### config.mk
export PLATFORM = sky130hd
export DESIGN_NAME = cvxif_mad_scheduler
export DESIGN_NICKNAME = d
export VERILOG_FILES = /design/src/rtl/cvxif_mad_scheduler.sv
export SDC_FILE = /design/constraint.sdc
export NUM_CORES = 1
export LEC_CHECK = 0
export ABC_AREA = 1
export CORE_ASPECT_RATIO = 0.5
export CORE_MARGIN = 5
export CORE_UTILIZATION = 25
export DETAILED_ROUTE_END_ITERATION = 10
export PLACE_DENSITY = 0.47
export SLEW_MARGIN = 20
export SYNTH_ARGS = -nofsm -noshare
export SYNTH_HDL_FRONTEND = slang
export SYNTH_SLANG_ARGS = --single-unit
### constraint.sdc
create_clock -name clk_i -period 5.1 [get_ports clk_i]
set_input_delay 1.02 -clock clk_i [delete_from_list [all_inputs] [get_ports clk_i]]
set_output_delay 1.02 -clock clk_i [all_outputs]
set_load 0.05 [all_outputs]
### src/rtl/cvxif_mad_scheduler.sv
// Multi-entry CV-X-IF offload scheduler: buffers issued ops, runs them on the shared
// mad unit speculatively in program order, and returns only committed results in order.
module cvxif_mad_scheduler #(
  parameter int unsigned NrEntries = 4,
  parameter int unsigned IdWidth   = 3
) (
  input  logic                       clk_i,
  input  logic                       rst_ni,
  input  logic                       issue_valid_i,
  output logic                       issue_ready_o,
  input  logic [IdWidth-1:0]         issue_id_i,
  input  logic [4:0]                 issue_rd_i,
  input  logic                       issue_we_i,
  input  logic [31:0]                issue_rs1_i,
  input  logic [31:0]                issue_rs2_i,
  input  logic                       commit_valid_i,
  input  logic [IdWidth-1:0]         commit_id_i,
  input  logic                       commit_kill_i,
  output logic                       mad_start_o,
  output logic [31:0]                mad_op_a_o,
  output logic [31:0]                mad_op_b_o,
  input  logic                       mad_done_i,
  input  logic [31:0]                mad_result_i,
  output logic                       result_valid_o,
  input  logic                       result_ready_i,
  output logic [IdWidth-1:0]         result_id_o,
  output logic [4:0]                 result_rd_o,
  output logic [31:0]                result_data_o,
  output logic                       result_we_o,
  output logic [$clog2(NrEntries):0] occupancy_o
);
  localparam int unsigned PW = $clog2(NrEntries);
  localparam logic [PW:0] PtrOne = {{PW{1'b0}}, 1'b1};

  typedef struct packed {
    logic [IdWidth-1:0] id;
    logic [4:0]         rd;
    logic               we;
    logic [31:0]        rs1;
    logic [31:0]        rs2;
    logic [31:0]        data;
  } entry_t;

  typedef enum logic {S_IDLE, S_RUN} state_e;

  entry_t               r_ent [NrEntries];
  logic [NrEntries-1:0] r_vld, r_cmt, r_kill, r_done;
  // Pointers carry an extra wrap bit so a full buffer is distinct from an empty one.
  logic [PW:0]          r_tail, r_head, r_exec;
  state_e               r_state, w_state_nxt;

  logic [PW-1:0] w_tidx, w_hidx, w_eidx;
  logic [PW:0]   w_occ;
  logic          w_push, w_pop, w_free_kill, w_head_busy, w_rvalid;
  logic          w_start, w_exec_adv, w_done_wr;

  assign w_tidx = r_tail[PW-1:0];
  assign w_hidx = r_head[PW-1:0];
  assign w_eidx = r_exec[PW-1:0];

  assign w_occ         = r_tail - r_head;
  assign issue_ready_o = ~w_occ[PW];
  assign w_push        = issue_valid_i & issue_ready_o;

  // A killed head still owned by the running mad op must wait for its done.
  assign w_head_busy = (r_state == S_RUN) && (r_head == r_exec);
  assign w_free_kill = r_vld[w_hidx] & r_kill[w_hidx] & (r_done[w_hidx] | ~w_head_busy);
  assign w_rvalid    = r_vld[w_hidx] & r_done[w_hidx] & r_cmt[w_hidx] & ~r_kill[w_hidx];
  assign w_pop       = w_free_kill | (w_rvalid & result_ready_i);

  always_comb begin
    w_state_nxt = r_state;
    w_start     = 1'b0;
    w_exec_adv  = 1'b0;
    w_done_wr   = 1'b0;
    case (r_state)
      S_IDLE: begin
        if ((r_exec != r_tail) && r_vld[w_eidx]) begin
          if (r_kill[w_eidx]) begin
            w_exec_adv = 1'b1;
          end else begin
            w_start     = 1'b1;
            w_state_nxt = S_RUN;
          end
        end
      end
      S_RUN: begin
        if (mad_done_i) begin
          w_done_wr   = 1'b1;
          w_exec_adv  = 1'b1;
          w_state_nxt = S_IDLE;
        end
      end
      default: w_state_nxt = S_IDLE;
    endcase
  end

  always_ff @(posedge clk_i) begin
    if (!rst_ni) r_state <= S_IDLE;
    else         r_state <= w_state_nxt;
  end

  always_ff @(posedge clk_i) begin
    if (!rst_ni) begin
      r_vld  <= '0;
      r_cmt  <= '0;
      r_kill <= '0;
      r_done <= '0;
      r_tail <= '0;
      r_head <= '0;
      r_exec <= '0;
    end else begin
      for (int i = 0; i < NrEntries; i++) begin
        if (commit_valid_i && r_vld[i] && (r_ent[i].id == commit_id_i)) begin
          if (commit_kill_i) r_kill[i] <= 1'b1;
          else               r_cmt[i]  <= 1'b1;
        end
      end
      if (w_done_wr) r_done[w_eidx] <= 1'b1;
      if (w_exec_adv) r_exec <= r_exec + PtrOne;
      if (w_pop) begin
        r_vld[w_hidx] <= 1'b0;
        r_head        <= r_head + PtrOne;
      end
      // A commit naming the id being pushed lands on the new entry.
      if (w_push) begin
        r_vld[w_tidx]  <= 1'b1;
        r_cmt[w_tidx]  <= commit_valid_i && !commit_kill_i && (commit_id_i == issue_id_i);
        r_kill[w_tidx] <= commit_valid_i && commit_kill_i && (commit_id_i == issue_id_i);
        r_done[w_tidx] <= 1'b0;
        r_tail         <= r_tail + PtrOne;
      end
    end
  end

  always_ff @(posedge clk_i) begin
    if (w_push) begin
      r_ent[w_tidx].id  <= issue_id_i;
      r_ent[w_tidx].rd  <= issue_rd_i;
      r_ent[w_tidx].we  <= issue_we_i;
      r_ent[w_tidx].rs1 <= issue_rs1_i;
      r_ent[w_tidx].rs2 <= issue_rs2_i;
    end
    if (w_done_wr) r_ent[w_eidx].data <= mad_result_i;
  end

  assign mad_start_o    = w_start;
  assign mad_op_a_o     = w_start ? r_ent[w_eidx].rs1 : '0;
  assign mad_op_b_o     = w_start ? r_ent[w_eidx].rs2 : '0;
  assign result_valid_o = w_rvalid;
  assign result_id_o    = w_rvalid ? r_ent[w_hidx].id : '0;
  assign result_rd_o    = w_rvalid ? r_ent[w_hidx].rd : '0;
  assign result_data_o  = w_rvalid ? r_ent[w_hidx].data : '0;
  assign result_we_o    = w_rvalid & r_ent[w_hidx].we;
  assign occupancy_o    = w_occ;
endmodule

# After elaboration in Yosys (flattened, before gate mapping)
# Memory sizes are Yosys's and may differ from the RTL's. A register that Yosys moved wholly into a read port is not among the register bits.
# Index checks and enable logic that the tools add are counted.
# word_totals
reg_bits	26
output_inout_bits	111
ramBits	420
mem_count	1
inputBits	115
elab_cells	139
# mem_list
name	words	width	read_ports	rd_ports_with_merged_regs	write_ports	line_no	text
r_ent	4	105	6	2	2	46	entry_t r_ent [NrEntries];
# classes
bitwise	20
n_eq_ne	7
add_sub_neg	4
n_reduce_logical	18
order_cmp	6
n_mux	75
# op_table
op	count
two-way mux 32 bit	3
two-way mux 1 bit	45
two-way mux 4 bit	8
equality test 3 bit	6
logical AND 1 bit	17
binary-select mux 1 bit (select 2 bit)	6
adder 3 x 1 -> 3 bit (second input constant)	3
< comparator 2 x 3 -> 1 bit (second input constant)	3
bitwise AND 1 bit	8
bitwise AND 4 bit	2
bitwise mux 4 bit	2
two-way mux 2 bit	4
NOT 4 bit	2
bitwise OR 4 bit	2
demux 1 bit (select 2 bit)	3
>= comparator 2 x 1 -> 1 bit (second input constant)	3
two-way mux 5 bit	1
NOT 1 bit	4
case mux 1 bit (2 select lines)	2
two-way mux 3 bit	1
!= test 3 bit	1
subtractor 3 bit	1
bitwise OR 1 bit	2
zero test 1 bit	1

# Depth between registers and ports, before layout
# depth
ltp_word	11
ltp_mapped	13
depth_no_buf	12

# Worst setup path before layout
# No wires, ideal clock.
# synth_timing
path_type	flip-flop to flip-flop
start	register r_tail[0]
end	register r_cmt[0]
t_required_ps	4983
path_stages_with_launch	11
setup_slack_ps	659
path_buffers	0
t_arrival_ps	4324
synth_period_minus_slack_ps	4441
setup_ps	117
cell_sequence	dfxtp_1 -> inv_1 -> ha_1 -> fa_1 -> xor2_1 -> xnor2_2 -> nand2_4 -> nor2_2 -> inv_2 -> o21ai_0 -> nor2_1
# synth_via
elab_cells_between_ends	10
classes_between	1 x add/sub; 2 x order compare; 4 x mux; 2 x bitwise; 1 x reduce/logical
# synth_lines
element	line_no	text
start: declaration	49	logic [PW:0] r_tail, r_head, r_exec;
start signal: assignment	131	r_tail <= r_tail + PtrOne;
subtractor 3 bit	61	assign w_occ = r_tail - r_head;
NOT 1 bit	62	assign issue_ready_o = ~w_occ[PW];
via issue_ready_o	10	output logic issue_ready_o,
bitwise AND 1 bit	63	assign w_push = issue_valid_i & issue_ready_o;
two-way mux 4 bit	126	if (w_push) begin
end signal: indexed assignment	128	r_cmt[w_tidx] <= commit_valid_i && !commit_kill_i && (commit_id_i == issue_id_i);
end: declaration	47	logic [NrEntries-1:0] r_vld, r_cmt, r_kill, r_done;
# The timed path passes the listed nets, and every way through them passes these cells.
# A chain may end at the register's enable or synchronous reset.

# Worst setup path in the final report
# layout_timing
start	register r_head[0]
end	output port result_data_o[24]
# layout_via
elab_chain_cells	6
elab_cells_between_ends	13
classes_between	9 x mux; 4 x bitwise
# layout_lines
element	line_no	text
start: declaration	49	
start signal: assignment	123	r_head <= r_head + PtrOne;
binary-select mux 1 bit (select 2 bit)	68	assign w_rvalid = r_vld[w_hidx] & r_done[w_hidx] & r_cmt[w_hidx] & ~r_kill[w_hidx];
two-way mux 1 bit (not written as such)	68	
bitwise AND 1 bit (2 in series)	68	
bitwise AND 1 bit (*)	68	
two-way mux 32 bit (*)	153	assign result_data_o = w_rvalid ? r_ent[w_hidx].data : '0;
end: declaration	28	output logic [31:0] result_data_o,
# Every way passes the cells marked *; elsewhere a longest branch is shown, timed or not. The select of a mux whose other input is x is not followed.

==> summary.md <==
| Metric | Value |
|---|---|
| Vias per cell | 4.29 |
| Layout cell share with drive strength beyond 1 | 6.64% |
| Syn_area_per_cell | 11.8 µm² |
| Slew at the pin with the worst max-slew slack | 0.985 ns |
| Core region area | 71300 µm² |
| Root buf cell | clkbuf_16 |
| Pwr Density | 407 nW/µm² |
| Sequential fraction of the synthesis area | 73.1% |
| CTS tree | built |
| IO Port Bufs | 225 |
| WL/cell | 17.7 µm |
| Ys Warns | 0 |
| Worst EP arrival | 3.67 ns |
| XOR/XNOR Fraction of Synth Area | 0.720% |
| Synth unique cells | 31 |
| Synth Area in Compound Gates | 9.91% |
| Total GRT Usage | 12.0% |
| Routed WL | 48.5 mm |
| CP Launch Type | register |
| Largest family of logic cells by synthesized area | simple AND/OR/NAND/NOR gates |
| Final worst path period need | 4.69 ns |
| Max Root-Sink Buffers | 3 |
| Highest clock rate | 0.213 GHz |
| Most common cell in the synthesized netlist | nor2_1 |
| Number of global-route vias before repair | 11900 |
| CP Max Fanout | 42 |
| Die area | 78100 µm² |
| Post-Synth Adder-Cell Area | 1.01% |
| Post_cts resized | 0 |
| Reg area | 13200 µm² |
| Post-CTS Setup Repair Bufs | 0 |
| Simple-gate share of the synthesized area | 12.2% |
| HPWL Detailed | 28.1 mm |
| Number of synthesized flops with an enable pin | 420 |
| Asr flop ratio synth | 0% |
| TritonCTS Buffers | 46 |
| Static Leak | 7.80 nW |
| Most frequent cells after synthesis | nor2_1, edfxtp_1, o21ai_0 |
| Initial DRC count | 638 |
| Critical path class | register to primary output |
| Num rows | 69 |
| Antenna violations before repair | 5 |
| Fillers | 7170 |
| Count of pins over their slew limit | 0 |
| Vias | 11800 |
| Peak supply drop | 0.000269 V |
| Worst Setup End Kind | primary output |
| Final Hold Vio Count | 0 |
| Yosys top cell by area | edfxtp_1 |
| DR DRC count | 0 |
| ANT nets after route | 0 |
| H-tree depth | 2 |
| First-pass GRT wire length | 72.7 mm |
| Area contributors post-synth | edfxtp_1, nor2_1, o21ai_0 |
| Synth top area share | 69.7% |
| GRT Residual Overflow | 0 |
| Mux cell area share after synthesis | 0% |
| Mapped Area | 18100 µm² |
| Die span in x | 390 µm |
| Clk sinks | 450 |
| Setup violators final | 0 |
| RSZ-0062 raised after global routing | no |
| CTS clk-pin slew, worst paths | 0.06 ns |
| Power Total | 0.00938 W |
| Chip height | 200 µm |
| Slew headroom | 34.3% |
| Initial Util | 25.4% |
| Worst EP required | 4.08 ns |
| # hold bufs at CTS | 0 |
| Status | completed |
| Area grow syn2layout | 27.3% |
| Max-cap violations | 0 |
| Fin crit share | 91.9% |
| Syn Nets | 1663 |
| Ports | 226 |
| Setup Skew | 0.0165 ns |
| Post-synthesis cell count | 1534 |
| Largest net degree at the start of global routing | 129 |
| Drt pass-1 iters | 5 |
| Tightest Hold Check Type | register to register |
| Layout Cells excl Fill | 2739 |
| # nets final | 1872 |
| Multi-input gate area | 4360 µm² |
| RePlAce Congestion | 0.795 |
| Cell count after placement | 2653 |
| Clock Latency Late Sink | 0.57 ns |
| Synth Register Bits | 450 |
| TNS Setup | 0 ns |
| Top_reg_cell synth | edfxtp_1 |
## sequential cells by signal, summed over array words and instances, names as in the netlist, named ones only
| signal | count |
|---|---|
| r_ent | 420 |
| r_cmt | 4 |
| r_done | 4 |
| r_kill | 4 |
| r_vld | 4 |
| r_exec | 3 |
| r_head | 3 |
| r_tail | 3 |
| r_state | 1 |
## cell usage in the layout (no fill, tap or decap), types with 7 or more instances in the layout
master and n:
dfxtp_1 26, clkinv_1 7, inv_1 45, nand2_1 60
nand3_1 32, clkbuf_1 7, a21oi_1 122, xor2_1 7
o211ai_1 7, nor2_1 449, buf_12 7, edfxtp_1 420
ha_1 13, clkinv_2 11, clkdlybuf4s50_1 225, clkbuf_16 47
o21ai_0 217, buf_4 13, inv_2 7
## power breakdown
part	internal (W)	switching [W]
sequential	0.00427	0.0000702
combinational	0.000481	0.00113
clock	0.00202	0.00141
total	0.00677	0.00260
## worst max-delay path, stage by stage, from the launching register on
cell and delay, ns:
dfxtp_1 0.62, inv_1 0.30, nand2_1 0.13, nand3_1 0.08, nand2_1 0.10, nand2_1 0.05
inv_1 0.09, nand2_2 0.51, a21oi_1 0.36, clkdlybuf4s50_1 0.85
## metal layers
metal | global-route usage, % | up-vias | part of all wire [%]
li1 | - | 5784 | -
met2 | 22.5 | 176 | 53
met4 | 3.34 | 2 | 2.3
met5 | 0 | - | 0.041
met1 | 14.2 | 5714 | 42
met3 | 2.15 | 83 | 3.5
## stage by stage
| step | util (%) | hold WS [ns] | instance area [µm²] | worst slack (ns) |
|---|---|---|---|---|
| detailed placement | 30.1 | 0.496 | 21500 | 0.946 |
| global placement | 30.1 | 0.496 | 21500 | 1.05 |
| CTS | 32.3 | 0.517 | 23000 | 0.304 |
| floorplan | - | 0.468 | 18100 | 0.659 |
| finish | 32.3 | 0.509 | 23000 | 0.412 |
| global route | 32.3 | 0.540 | 23000 | 0.0487 |
## path summary, 6_finish.rpt
check	cells past startpoint	endpoint	slack (ns)	start
worst max register to register	10	r_ent[1][54]	1.90	r_tail[0]
worst max-delay path	9	result_data_o[24]	0.41	r_head[0]
worst min register to register	2	r_done[2]	0.51	r_done[2]
worst min-delay path	2	r_done[2]	0.51	r_done[2]
## final cells by class
cell class / instances / share of cell area, %
well taps: 958 / 5.21
clock buffers: 56 / 5.34
inverters: 55 / 0.918
clock inverters: 27 / 1.34
multi-input cells: 945 / 18.9
diodes: 3 / 0.0326
flip-flops and latches: 450 / 57.4
repair buffers: 245 / 10.8
## kinds of logic (layout without fill, tap and decap cells)
group / after synthesis / after routing
adders and majority gates: 14 / 14
xor gates and xnor gates: 14 / 14
and+or+nand+nor: 563 / 563
buffers and inverters: 139 / 383
other: 0 / 3
DFF: 450 / 450
AOI/OAI and AO/OA: 354 / 354
Power figures use the tool's default switching activity.
